## src/rtl/branch_checkpoint_queue_if.sv

```systemverilog
// Rename/ROB-facing signal bundle for the branch checkpoint queue.
// master = rename/ROB side, slave = the queue itself.
interface branch_checkpoint_queue_if #(
  parameter int DEPTH  = 8,
  parameter int PC_W   = 32,
  parameter int TAG_W  = 5,
  parameter int PR_W   = 7,
  parameter int NUM_PR = 128,
  parameter int RN_W   = 2
);
  localparam int CNT_W = $clog2(DEPTH) + 1;

  logic                 alloc_valid;
  logic [PC_W-1:0]      alloc_pc;
  logic [TAG_W-1:0]     alloc_rob_tag;
  logic                 alloc_ready;
  logic [RN_W-1:0]      nr_valid;
  logic [RN_W*PR_W-1:0] nr_pr;
  logic                 resolve_valid;
  logic                 resolve_mispredict;
  logic [TAG_W-1:0]     resolve_rob_tag;
  logic                 restore_valid;
  logic [PC_W-1:0]      restore_pc;
  logic [TAG_W-1:0]     restore_rob_tag;
  logic [NUM_PR-1:0]    restore_rdy_mask;
  logic                 resolve_miss;
  logic [CNT_W-1:0]     count;
  logic                 empty;

  modport master (
    output alloc_valid, alloc_pc, alloc_rob_tag, nr_valid, nr_pr,
           resolve_valid, resolve_mispredict, resolve_rob_tag,
    input  alloc_ready, restore_valid, restore_pc, restore_rob_tag,
           restore_rdy_mask, resolve_miss, count, empty
  );

  modport slave (
    input  alloc_valid, alloc_pc, alloc_rob_tag, nr_valid, nr_pr,
           resolve_valid, resolve_mispredict, resolve_rob_tag,
    output alloc_ready, restore_valid, restore_pc, restore_rob_tag,
           restore_rdy_mask, resolve_miss, count, empty
  );
endinterface

```

## src/rtl/branch_checkpoint_queue.sv

```systemverilog
// Age-ordered circular store of branch checkpoints (PC, ROB tag, not-ready PR mask)
// with mispredict restore/flush and in-order retire of resolved entries.
module branch_checkpoint_queue #(
  parameter int DEPTH  = 8,
  parameter int PC_W   = 32,
  parameter int TAG_W  = 5,
  parameter int PR_W   = 7,
  parameter int NUM_PR = 128,
  parameter int RN_W   = 2
) (
  input logic clk,
  input logic reset,
  branch_checkpoint_queue_if.slave bus
);
  localparam int PTR_W = $clog2(DEPTH);
  localparam int CNT_W = PTR_W + 1;

  logic [DEPTH-1:0]  vld_q;
  logic [DEPTH-1:0]  res_q;
  logic [PC_W-1:0]   pc_q   [DEPTH];
  logic [TAG_W-1:0]  tag_q  [DEPTH];
  logic [NUM_PR-1:0] mask_q [DEPTH];
  logic [PTR_W-1:0]  head_q;
  logic [PTR_W-1:0]  tail_q;
  logic [CNT_W-1:0]  cnt_q;

  logic [DEPTH-1:0]  match_p0;
  logic              any_p0;
  logic [PTR_W-1:0]  m_idx_p0;
  logic [PTR_W-1:0]  m_dist_p0;
  logic [PTR_W-1:0]  age_p0 [DEPTH];
  logic [DEPTH-1:0]  kill_p0;
  logic [NUM_PR-1:0] nr_bits_p0;
  logic              ready_p0;
  logic              mispred_req_p0;
  logic              flush_p0;
  logic              hit_p0;
  logic              alloc_fire_p0;
  logic              retire_p0;

  // Stage p0: lookup, flush range and per-cycle event decode from registered state
  always_comb begin
    match_p0 = '0;
    any_p0   = 1'b0;
    m_idx_p0 = '0;
    for (int i = 0; i < DEPTH; i++) begin
      if (vld_q[i] && !res_q[i] && tag_q[i] == bus.resolve_rob_tag) begin
        match_p0[i] = 1'b1;
        any_p0      = 1'b1;
        m_idx_p0    = PTR_W'(i);
      end
    end
  end

  always_comb begin
    nr_bits_p0 = '0;
    for (int l = 0; l < RN_W; l++) begin
      if (bus.nr_valid[l]) nr_bits_p0[bus.nr_pr[l*PR_W +: PR_W]] = 1'b1;
    end
  end

  assign ready_p0       = (cnt_q != CNT_W'(DEPTH));
  assign mispred_req_p0 = bus.resolve_valid && bus.resolve_mispredict;
  assign flush_p0       = mispred_req_p0 && any_p0;
  assign hit_p0         = bus.resolve_valid && !bus.resolve_mispredict && any_p0;
  assign alloc_fire_p0  = bus.alloc_valid && ready_p0 && !mispred_req_p0;
  assign retire_p0      = vld_q[head_q] && res_q[head_q];
  assign m_dist_p0      = m_idx_p0 - head_q;

  // Age relative to head: the mispredicted entry and everything at least as young dies
  always_comb begin
    kill_p0 = '0;
    for (int i = 0; i < DEPTH; i++) begin
      age_p0[i]  = PTR_W'(i) - head_q;
      kill_p0[i] = flush_p0 && (age_p0[i] >= m_dist_p0);
    end
  end

  assign bus.alloc_ready = ready_p0;
  assign bus.count       = cnt_q;
  assign bus.empty       = (cnt_q == '0);

  // Stage p1: state update and registered restore/miss pulses
  always_ff @(posedge clk) begin
    if (!reset) begin
      vld_q                <= '0;
      res_q                <= '0;
      head_q               <= '0;
      tail_q               <= '0;
      cnt_q                <= '0;
      bus.restore_valid    <= 1'b0;
      bus.restore_pc       <= '0;
      bus.restore_rob_tag  <= '0;
      bus.restore_rdy_mask <= '0;
      bus.resolve_miss     <= 1'b0;
      for (int i = 0; i < DEPTH; i++) begin
        pc_q[i]   <= '0;
        tag_q[i]  <= '0;
        mask_q[i] <= '0;
      end
    end else begin
      bus.restore_valid <= flush_p0;
      bus.resolve_miss  <= bus.resolve_valid && !any_p0;
      if (flush_p0) begin
        bus.restore_pc       <= pc_q[m_idx_p0];
        bus.restore_rob_tag  <= tag_q[m_idx_p0];
        bus.restore_rdy_mask <= mask_q[m_idx_p0];
      end

      for (int i = 0; i < DEPTH; i++) begin
        if (kill_p0[i] || (retire_p0 && head_q == PTR_W'(i))) begin
          vld_q[i] <= 1'b0;
          res_q[i] <= 1'b0;
        end else begin
          if (hit_p0 && match_p0[i]) res_q[i] <= 1'b1;
          if (!flush_p0 && vld_q[i]) mask_q[i] <= mask_q[i] | nr_bits_p0;
          if (alloc_fire_p0 && tail_q == PTR_W'(i)) begin
            vld_q[i]  <= 1'b1;
            res_q[i]  <= 1'b0;
            pc_q[i]   <= bus.alloc_pc;
            tag_q[i]  <= bus.alloc_rob_tag;
            mask_q[i] <= '0;
          end
        end
      end

      if (retire_p0) head_q <= head_q + 1'b1;
      if (flush_p0) tail_q <= m_idx_p0;
      else if (alloc_fire_p0) tail_q <= tail_q + 1'b1;

      if (flush_p0) cnt_q <= CNT_W'(m_dist_p0) - CNT_W'(retire_p0);
      else          cnt_q <= cnt_q + CNT_W'(alloc_fire_p0) - CNT_W'(retire_p0);
    end
  end
endmodule

```

## src/flat_wrapper.sv

```systemverilog
// flat-port wrapper written by rule: the top's interface ports become plain ports
module branch_checkpoint_queue_flat 
#(
  parameter int DEPTH  = 8,
  parameter int PC_W   = 32,
  parameter int TAG_W  = 5,
  parameter int PR_W   = 7,
  parameter int NUM_PR = 128,
  parameter int RN_W   = 2
)
  (clk, reset, bus_alloc_valid, bus_alloc_pc, bus_alloc_rob_tag, bus_nr_valid, bus_nr_pr, bus_resolve_valid, bus_resolve_mispredict, bus_resolve_rob_tag, bus_alloc_ready, bus_restore_valid, bus_restore_pc, bus_restore_rob_tag, bus_restore_rdy_mask, bus_resolve_miss, bus_count, bus_empty);
  branch_checkpoint_queue_if #(.DEPTH(DEPTH), .PC_W(PC_W), .TAG_W(TAG_W), .PR_W(PR_W), .NUM_PR(NUM_PR), .RN_W(RN_W)) bus_i ();
  input logic clk;
  input logic reset;
  input wire logic [$bits(bus_i.alloc_valid)-1:0] bus_alloc_valid;
  input wire logic [$bits(bus_i.alloc_pc)-1:0] bus_alloc_pc;
  input wire logic [$bits(bus_i.alloc_rob_tag)-1:0] bus_alloc_rob_tag;
  input wire logic [$bits(bus_i.nr_valid)-1:0] bus_nr_valid;
  input wire logic [$bits(bus_i.nr_pr)-1:0] bus_nr_pr;
  input wire logic [$bits(bus_i.resolve_valid)-1:0] bus_resolve_valid;
  input wire logic [$bits(bus_i.resolve_mispredict)-1:0] bus_resolve_mispredict;
  input wire logic [$bits(bus_i.resolve_rob_tag)-1:0] bus_resolve_rob_tag;
  output wire logic [$bits(bus_i.alloc_ready)-1:0] bus_alloc_ready;
  output wire logic [$bits(bus_i.restore_valid)-1:0] bus_restore_valid;
  output wire logic [$bits(bus_i.restore_pc)-1:0] bus_restore_pc;
  output wire logic [$bits(bus_i.restore_rob_tag)-1:0] bus_restore_rob_tag;
  output wire logic [$bits(bus_i.restore_rdy_mask)-1:0] bus_restore_rdy_mask;
  output wire logic [$bits(bus_i.resolve_miss)-1:0] bus_resolve_miss;
  output wire logic [$bits(bus_i.count)-1:0] bus_count;
  output wire logic [$bits(bus_i.empty)-1:0] bus_empty;
  assign bus_i.alloc_valid = bus_alloc_valid;
  assign bus_i.alloc_pc = bus_alloc_pc;
  assign bus_i.alloc_rob_tag = bus_alloc_rob_tag;
  assign bus_i.nr_valid = bus_nr_valid;
  assign bus_i.nr_pr = bus_nr_pr;
  assign bus_i.resolve_valid = bus_resolve_valid;
  assign bus_i.resolve_mispredict = bus_resolve_mispredict;
  assign bus_i.resolve_rob_tag = bus_resolve_rob_tag;
  assign bus_alloc_ready = bus_i.alloc_ready;
  assign bus_restore_valid = bus_i.restore_valid;
  assign bus_restore_pc = bus_i.restore_pc;
  assign bus_restore_rob_tag = bus_i.restore_rob_tag;
  assign bus_restore_rdy_mask = bus_i.restore_rdy_mask;
  assign bus_resolve_miss = bus_i.resolve_miss;
  assign bus_count = bus_i.count;
  assign bus_empty = bus_i.empty;
  branch_checkpoint_queue #(.DEPTH(DEPTH), .PC_W(PC_W), .TAG_W(TAG_W), .PR_W(PR_W), .NUM_PR(NUM_PR), .RN_W(RN_W)) u_core (.clk(clk), .reset(reset), .bus(bus_i));
endmodule
```

## config.mk

```make
export PLATFORM = sky130hd
export DESIGN_NAME = branch_checkpoint_queue_flat
export DESIGN_NICKNAME = d
export VERILOG_FILES = /design/src/rtl/branch_checkpoint_queue_if.sv /design/src/rtl/branch_checkpoint_queue.sv /design/src/flat_wrapper.sv
export SDC_FILE = /design/constraint.sdc
export NUM_CORES = 2
export LEC_CHECK = 0
export ABC_CLOCK_PERIOD_IN_PS = 38100
export CAP_MARGIN = 10
export CORE_MARGIN = 3
export CORE_UTILIZATION = 40
export DETAILED_ROUTE_END_ITERATION = 6
export GPL_ROUTABILITY_DRIVEN = 0
export GPL_TIMING_DRIVEN = 0
export HOLD_SLACK_MARGIN = 0.1
export SYNTH_ARGS = -nofsm -noshare
export SYNTH_HDL_FRONTEND = slang
export SYNTH_SLANG_ARGS = --single-unit
```

## constraint.sdc

```tcl
create_clock -name clk -period 38.1 [get_ports clk]
set_input_delay 7.62 -clock clk [delete_from_list [all_inputs] [get_ports clk]]
set_output_delay 7.62 -clock clk [all_outputs]
set_load 0.005 [all_outputs]
```

# Word-level counts from Yosys, hierarchy flattened

Memories as Yosys holds them, arrays and structs flattened. A register that Yosys moved wholly into a read port is not among the register bits.
Cells that the tools add are included.

$add $sub $neg: 14
$lt $le $gt $ge: 13
Eq/ne operators: 23
Muxes and demuxes: 132
Bitwise logic cells: 42
Reductions and logical operators: 109

Operators by type and width:

| operator                                                                             | count |
|---|---|
| 128-bit two-way mux                                                                  | 18 |
| 128-bit OR                                                                           | 9 |
| 32-bit two-way mux                                                                   | 8 |
| 1-bit two-way mux                                                                    | 85 |
| 1-bit logical AND                                                                    | 66 |
| 5-bit equality test                                                                  | 8 |
| 5-bit two-way mux                                                                    | 8 |
| 1-bit OR                                                                             | 32 |
| 3-bit equality test (second input constant)                                          | 8 |
| 3-bit greater-or-equal comparator                                                    | 8 |
| 3-bit OR reduction                                                                   | 8 |
| 3-bit two-way mux                                                                    | 6 |
| 7-bit by 8-bit < comparator with 1-bit output (second input constant)                | 2 |
| 2-bit OR reduction                                                                   | 8 |
| 1-bit logical NOT                                                                    | 15 |
| 1-bit demux with 7-bit select                                                        | 2 |
| 7-bit by 1-bit greater-or-equal comparator with 1-bit output (second input constant) | 2 |
| 3-bit by 2-bit equality test with 1-bit output (second input constant)               | 4 |
| 3-bit subtractor (first input constant)                                              | 4 |
| 1-bit logical OR                                                                     | 8 |
| 3-bit by 1-bit adder with 3-bit output (second input constant)                       | 2 |
| 1-bit binary-select mux with 3-bit select                                            | 2 |
| 3-bit by 1-bit equality test with 1-bit output (second input constant)               | 2 |
| 3-bit logical NOT                                                                    | 2 |
| 13 further kinds                                                                     | 16 |

Flip-flop bits (word level): 28
RAM bits: 1320
Input bits: 63
Output and inout port bits: 173
Word-level logic and storage cells: 357
Memories: 3

Memory list:

| name          | words | bits a word | rd ports | clocked after memory_dff | write ports | RTL line                      | text |
|---|---|---|---|---|---|---|---|
| u_core.mask_q | 8     | 128         | 9        | 1                        | 8           | branch_checkpoint_queue.sv:22 | `logic [NUM_PR-1:0] mask_q [DEPTH];` |
| u_core.pc_q   | 8     | 32          | 1        | 1                        | 8           | branch_checkpoint_queue.sv:20 | `logic [PC_W-1:0] pc_q [DEPTH];` |
| u_core.tag_q  | 8     | 5           | 9        | 1                        | 8           | branch_checkpoint_queue.sv:21 | `logic [TAG_W-1:0] tag_q [DEPTH];` |

# Depth between registers and ports, before layout

Word-level depth: 20
Depth in mapped cells: 21
Depth with buffers taken out: 16

# Worst setup path before layout

OpenSTA, ideal clock, no wires.

Path type: input port to flip-flop
Start point: input bus_resolve_rob_tag[4]
End point: memory u_core.mask_q[2][0] (enable)
Setup time: 0.792 ns
Arrival: 20.040 ns
Data required time: 37.308 ns
Path slack: 17.268 ns
Stages: 19
Buffers on the path: 4
Path through: buf_4 -> xor2_1 -> nor4_1 -> nand4b_1 -> and2_1 -> clkbuf_1 -> nand2_1 -> inv_1 -> buf_4 -> clkbuf_1 -> fa_1 -> xnor2_1 -> xnor2_1 -> inv_1 -> ha_1 -> a21o_1 -> a21oi_1 -> inv_1 -> o21ai_0

RTL lines:

| item        | RTL line                      | text |
|---|---|---|
| from (decl) | flat_wrapper.sv:22            | `input wire logic [$bits(bus_i.resolve_rob_tag)-1:0] bus_resolve_rob_tag;` |
| to (decl)   | branch_checkpoint_queue.sv:22 |  |

==> impl_metrics.ini <==
[status]
outcome = complete, no violations

[synth]
synth_edf_count = 1320
async_reset_ff_frac = 0
ys_seq_area_frac = 0.648
ys_seq_elements = 1513
synth_common_cells = 1320 x edfxtp_1, 809 x nor2_1, 771 x o21a_1, 334 x nand2_1, 293 x o22ai_1
netlist_top_cells_area = edfxtp_1 59%, o21a_1 8.6%, dfxtp_1 5.8%, nor2_1 4.5%, mux2i_1 2.8%
yosysTopAreaCell = edfxtp_1
synth_cells = 5441
yosysMostFrequentCell = edfxtp_1
syn_area_um2 = 67100
synth_top_area_share = 0.591
synth_top_flop_cell = edfxtp_1
syn_nets = 5539
yosys_warnings = 0
synth_cell_types = 58
syn_area_per_cell_um2 = 12.3

[setup_path]
cp_top_family = buffers and inverters
cp_slowest_stage_delay_ns = 0.69
crit_top_cell = buf_4
critPathLaunchType = input port
worstPathArrival_ns = 15.67
ff2ff_path_depth = 26
crit_type = input port to register
r2r_end = u_core.mask_q[5][79]$_SDFFCE_PP0P_
path_max_fanout = 10
reg2reg_from = u_core.tag_q[7][4]$_DFFE_PP_
crit_buf_inv = 14
ff2ff_setup_slack_ns = 29.46
slowest_stage = nand4b_1
crit_required_ns = 38.64
cp-end-kind = register

[floorplanning]
die_x_um = 416
start_util = 0.405
std_cell_rows = 149
die_y_um = 416
die_area_um2 = 173000
ios = 236
fp.coreArea_um2 = 166000

[route]
wl_met2_um = 114000
via_count = 50900
ant_nets = 0
vias_per_cell = 6.16
drtIter0Drc = 6586
wl_per_cell_um = 29.5
drc = 0
drt-total-wl_um = 244000
dr.pass1.iters = 6
highest_layer = met5
wl_met1_um = 93900
met3_length_um = 22700

[layout]
n_fill_cell = 15000
synthToLayoutAreaGrowth_pct = 17.8
drive_above_1_share = 0.0866
utilization = 0.477
fin_cells = 8256
nNetsFinal = 6012

[global_routing]
antenna_found_initial = 26
grt_pass1_wl_um = 347000
track_usage = 0.274
grt_start_max_net_pins = 47
grt_pass1_vias = 49100
grt-ovfl-total = 0

[min_path]
hold-path-endpoint = u_core.bus.restore_rdy_mask[113]$_SDFFE_PN0P_
hold_depth = 1
holdCritStartpoint = u_core.bus.restore_rdy_mask[113]$_SDFFE_PN0P_
hp-class = register to register

[clocking]
cts-root-buf = clkbuf_16
cts_resized = 0
cts.hold.buffers_added = 0
path_clk_slew_ns = 0.06
cts_tree = yes
cts_max_path_buffers = 3
numClockSinks = 1513
postCtsSetupBuffers = 0
cts_max_level = 4
insertion_delay_ns = 0.83
cts_buffers = 161

[job]
cap_violations = 0

[power_and_ir_drop]
cellLeakagePower_nw = 28.2
power_density_nw_per_um2 = 48.7
ir_drop_mv = 0.0490

[placed_design]
portBuffers = 228
place_ws_ns = 22.42
hpwl_um = 170000
place_inst = 7935

[sta]
fmax_ghz = 0.0661
clock_skew_ns = 0.0498
final.min_clock_period_ns = 15.13
hold_violations = 0
relSlewSlack = 0.0230
setup_viol_count_final = 0
setup_ws_ns = 22.97
finalHoldWorstSlack_ns = 0.458
fin_crit_sh = 0.397
rsz0062_at_grt = false
tightest_slew_ns = 1.47
fin_setup_tns_ns = 0
slew_viol_final = 0
==> per-layer routing <==
layer,vias up,GRT usage
met5,-,0
met4,2,0.144
met3,559,0.0549
met2,2890,0.438
met1,25700,0.353
li1,21700,-
==> cell families (layout without fill, tap and decap cells) <==
kind of cell,after synthesis,count (layout),synth area share
AO/OA/AOI/OAI,1906,1906,0.202
multiplexers,188,188,0.0282
AND/OR/NAND/NOR,1286,1286,0.0781
other,0,16,0
buffers and inverters,463,1073,0.0301
adder cells (fa/ha/maj),39,39,0.00735
flip-flops,1513,1513,0.648
XOR/XNOR,46,46,0.00601
==> cell type report <==
type / instances / area (um2) / area share
antenna: 16 / 40.0 / 0.000507
buffer: 396 / 1780 / 0.0225
inverter: 67 / 251 / 0.00318
clock buffer: 232 / 4540 / 0.0574
clock inverter: 68 / 767 / 0.00971
timing repair buffer: 310 / 3720 / 0.0471
sequential: 1513 / 43500 / 0.551
tap: 2189 / 2740 / 0.0347
multi-input combinational: 3465 / 21700 / 0.274
==> state kept, by name, indices dropped and copies added (netlist names) <==
name / flops
u_core.mask_q: 1024
u_core.pc_q: 256
u_core.bus.restore_rdy_mask: 128
u_core.tag_q: 40
u_core.bus.restore_pc: 32
u_core.res_q: 8
u_core.vld_q: 8
u_core.bus.restore_rob_tag: 5
u_core.bus.count: 4
u_core.head_q: 3
u_core.tail_q: 3
u_core.bus.resolve_miss: 1
u_core.bus.restore_valid: 1
==> power breakdown <==
part / switching [W] / internal (W)
combinational: 0.000181 / 0.0000869
sequential: 0.0000554 / 0.00193
clock: 0.000691 / 0.000903
==> cell usage in the layout (no fill, tap or decap), types with 11 or more instances in the layout <==
cell type | synthesis | routed
nand4_1 | 11 | 11
a22oi_1 | 126 | 126
xor2_1 | 19 | 19
clkinv_1 | 1 | 21
a311oi_1 | 42 | 42
buf_12 | 0 | 34
buf_4 | 23 | 39
nand3_1 | 32 | 32
nor2_1 | 809 | 809
edfxtp_1 | 1320 | 1320
mux2i_1 | 187 | 187
o21a_1 | 771 | 771
clkbuf_1 | 198 | 243
buf_16 | 0 | 14
buf_1 | 21 | 21
clkbuf_16 | 0 | 163
o22ai_1 | 293 | 293
clkbuf_8 | 0 | 20
clkinv_2 | 0 | 18
xnor2_1 | 27 | 27
a21oi_1 | 277 | 277
clkdlybuf4s50_1 | 0 | 228
a211o_1 | 164 | 164
o21ai_0 | 53 | 47
a211oi_1 | 29 | 29
ha_1 | 33 | 33
nand2_1 | 334 | 327
o221ai_1 | 125 | 125
buf_8 | 0 | 14
dfxtp_1 | 193 | 193
diode_2 | 0 | 16
buf_2 | 154 | 154
nor2b_1 | 43 | 43
inv_1 | 66 | 66
==> worst max path at each step <==
stage / from / endpoint / slack (ns) / cells after the start
2_1_floorplan: bus_resolve_rob_tag[4] / u_core.mask_q[2][0]$_SDFFCE_PP0P_ / 17.27 / 19
3_3_place_gp: bus_resolve_rob_tag[4] / u_core.mask_q[0][103]$_SDFFCE_PP0P_ / 5.54 / 18
3_5_place_dp: bus_resolve_rob_tag[4] / u_core.mask_q[5][78]$_SDFFCE_PP0P_ / 22.42 / 27
4_1_cts: bus_resolve_rob_tag[4] / u_core.mask_q[5][79]$_SDFFCE_PP0P_ / 23.23 / 27
5_1_grt: bus_resolve_rob_tag[4] / u_core.mask_q[5][79]$_SDFFCE_PP0P_ / 22.84 / 27
6_report: bus_resolve_rob_tag[4] / u_core.mask_q[5][79]$_SDFFCE_PP0P_ / 22.97 / 27
==> stage by stage <==
step	area [um2]	total power, W
after CTS	78900	0.00385
final	79000	0.00385
after detailed placement	73600	0.00228
after global placement	72100	0.00231
after global routing	79000	0.00395
after floorplan	67100	0.00217
(Power assumes the default switching activity.)
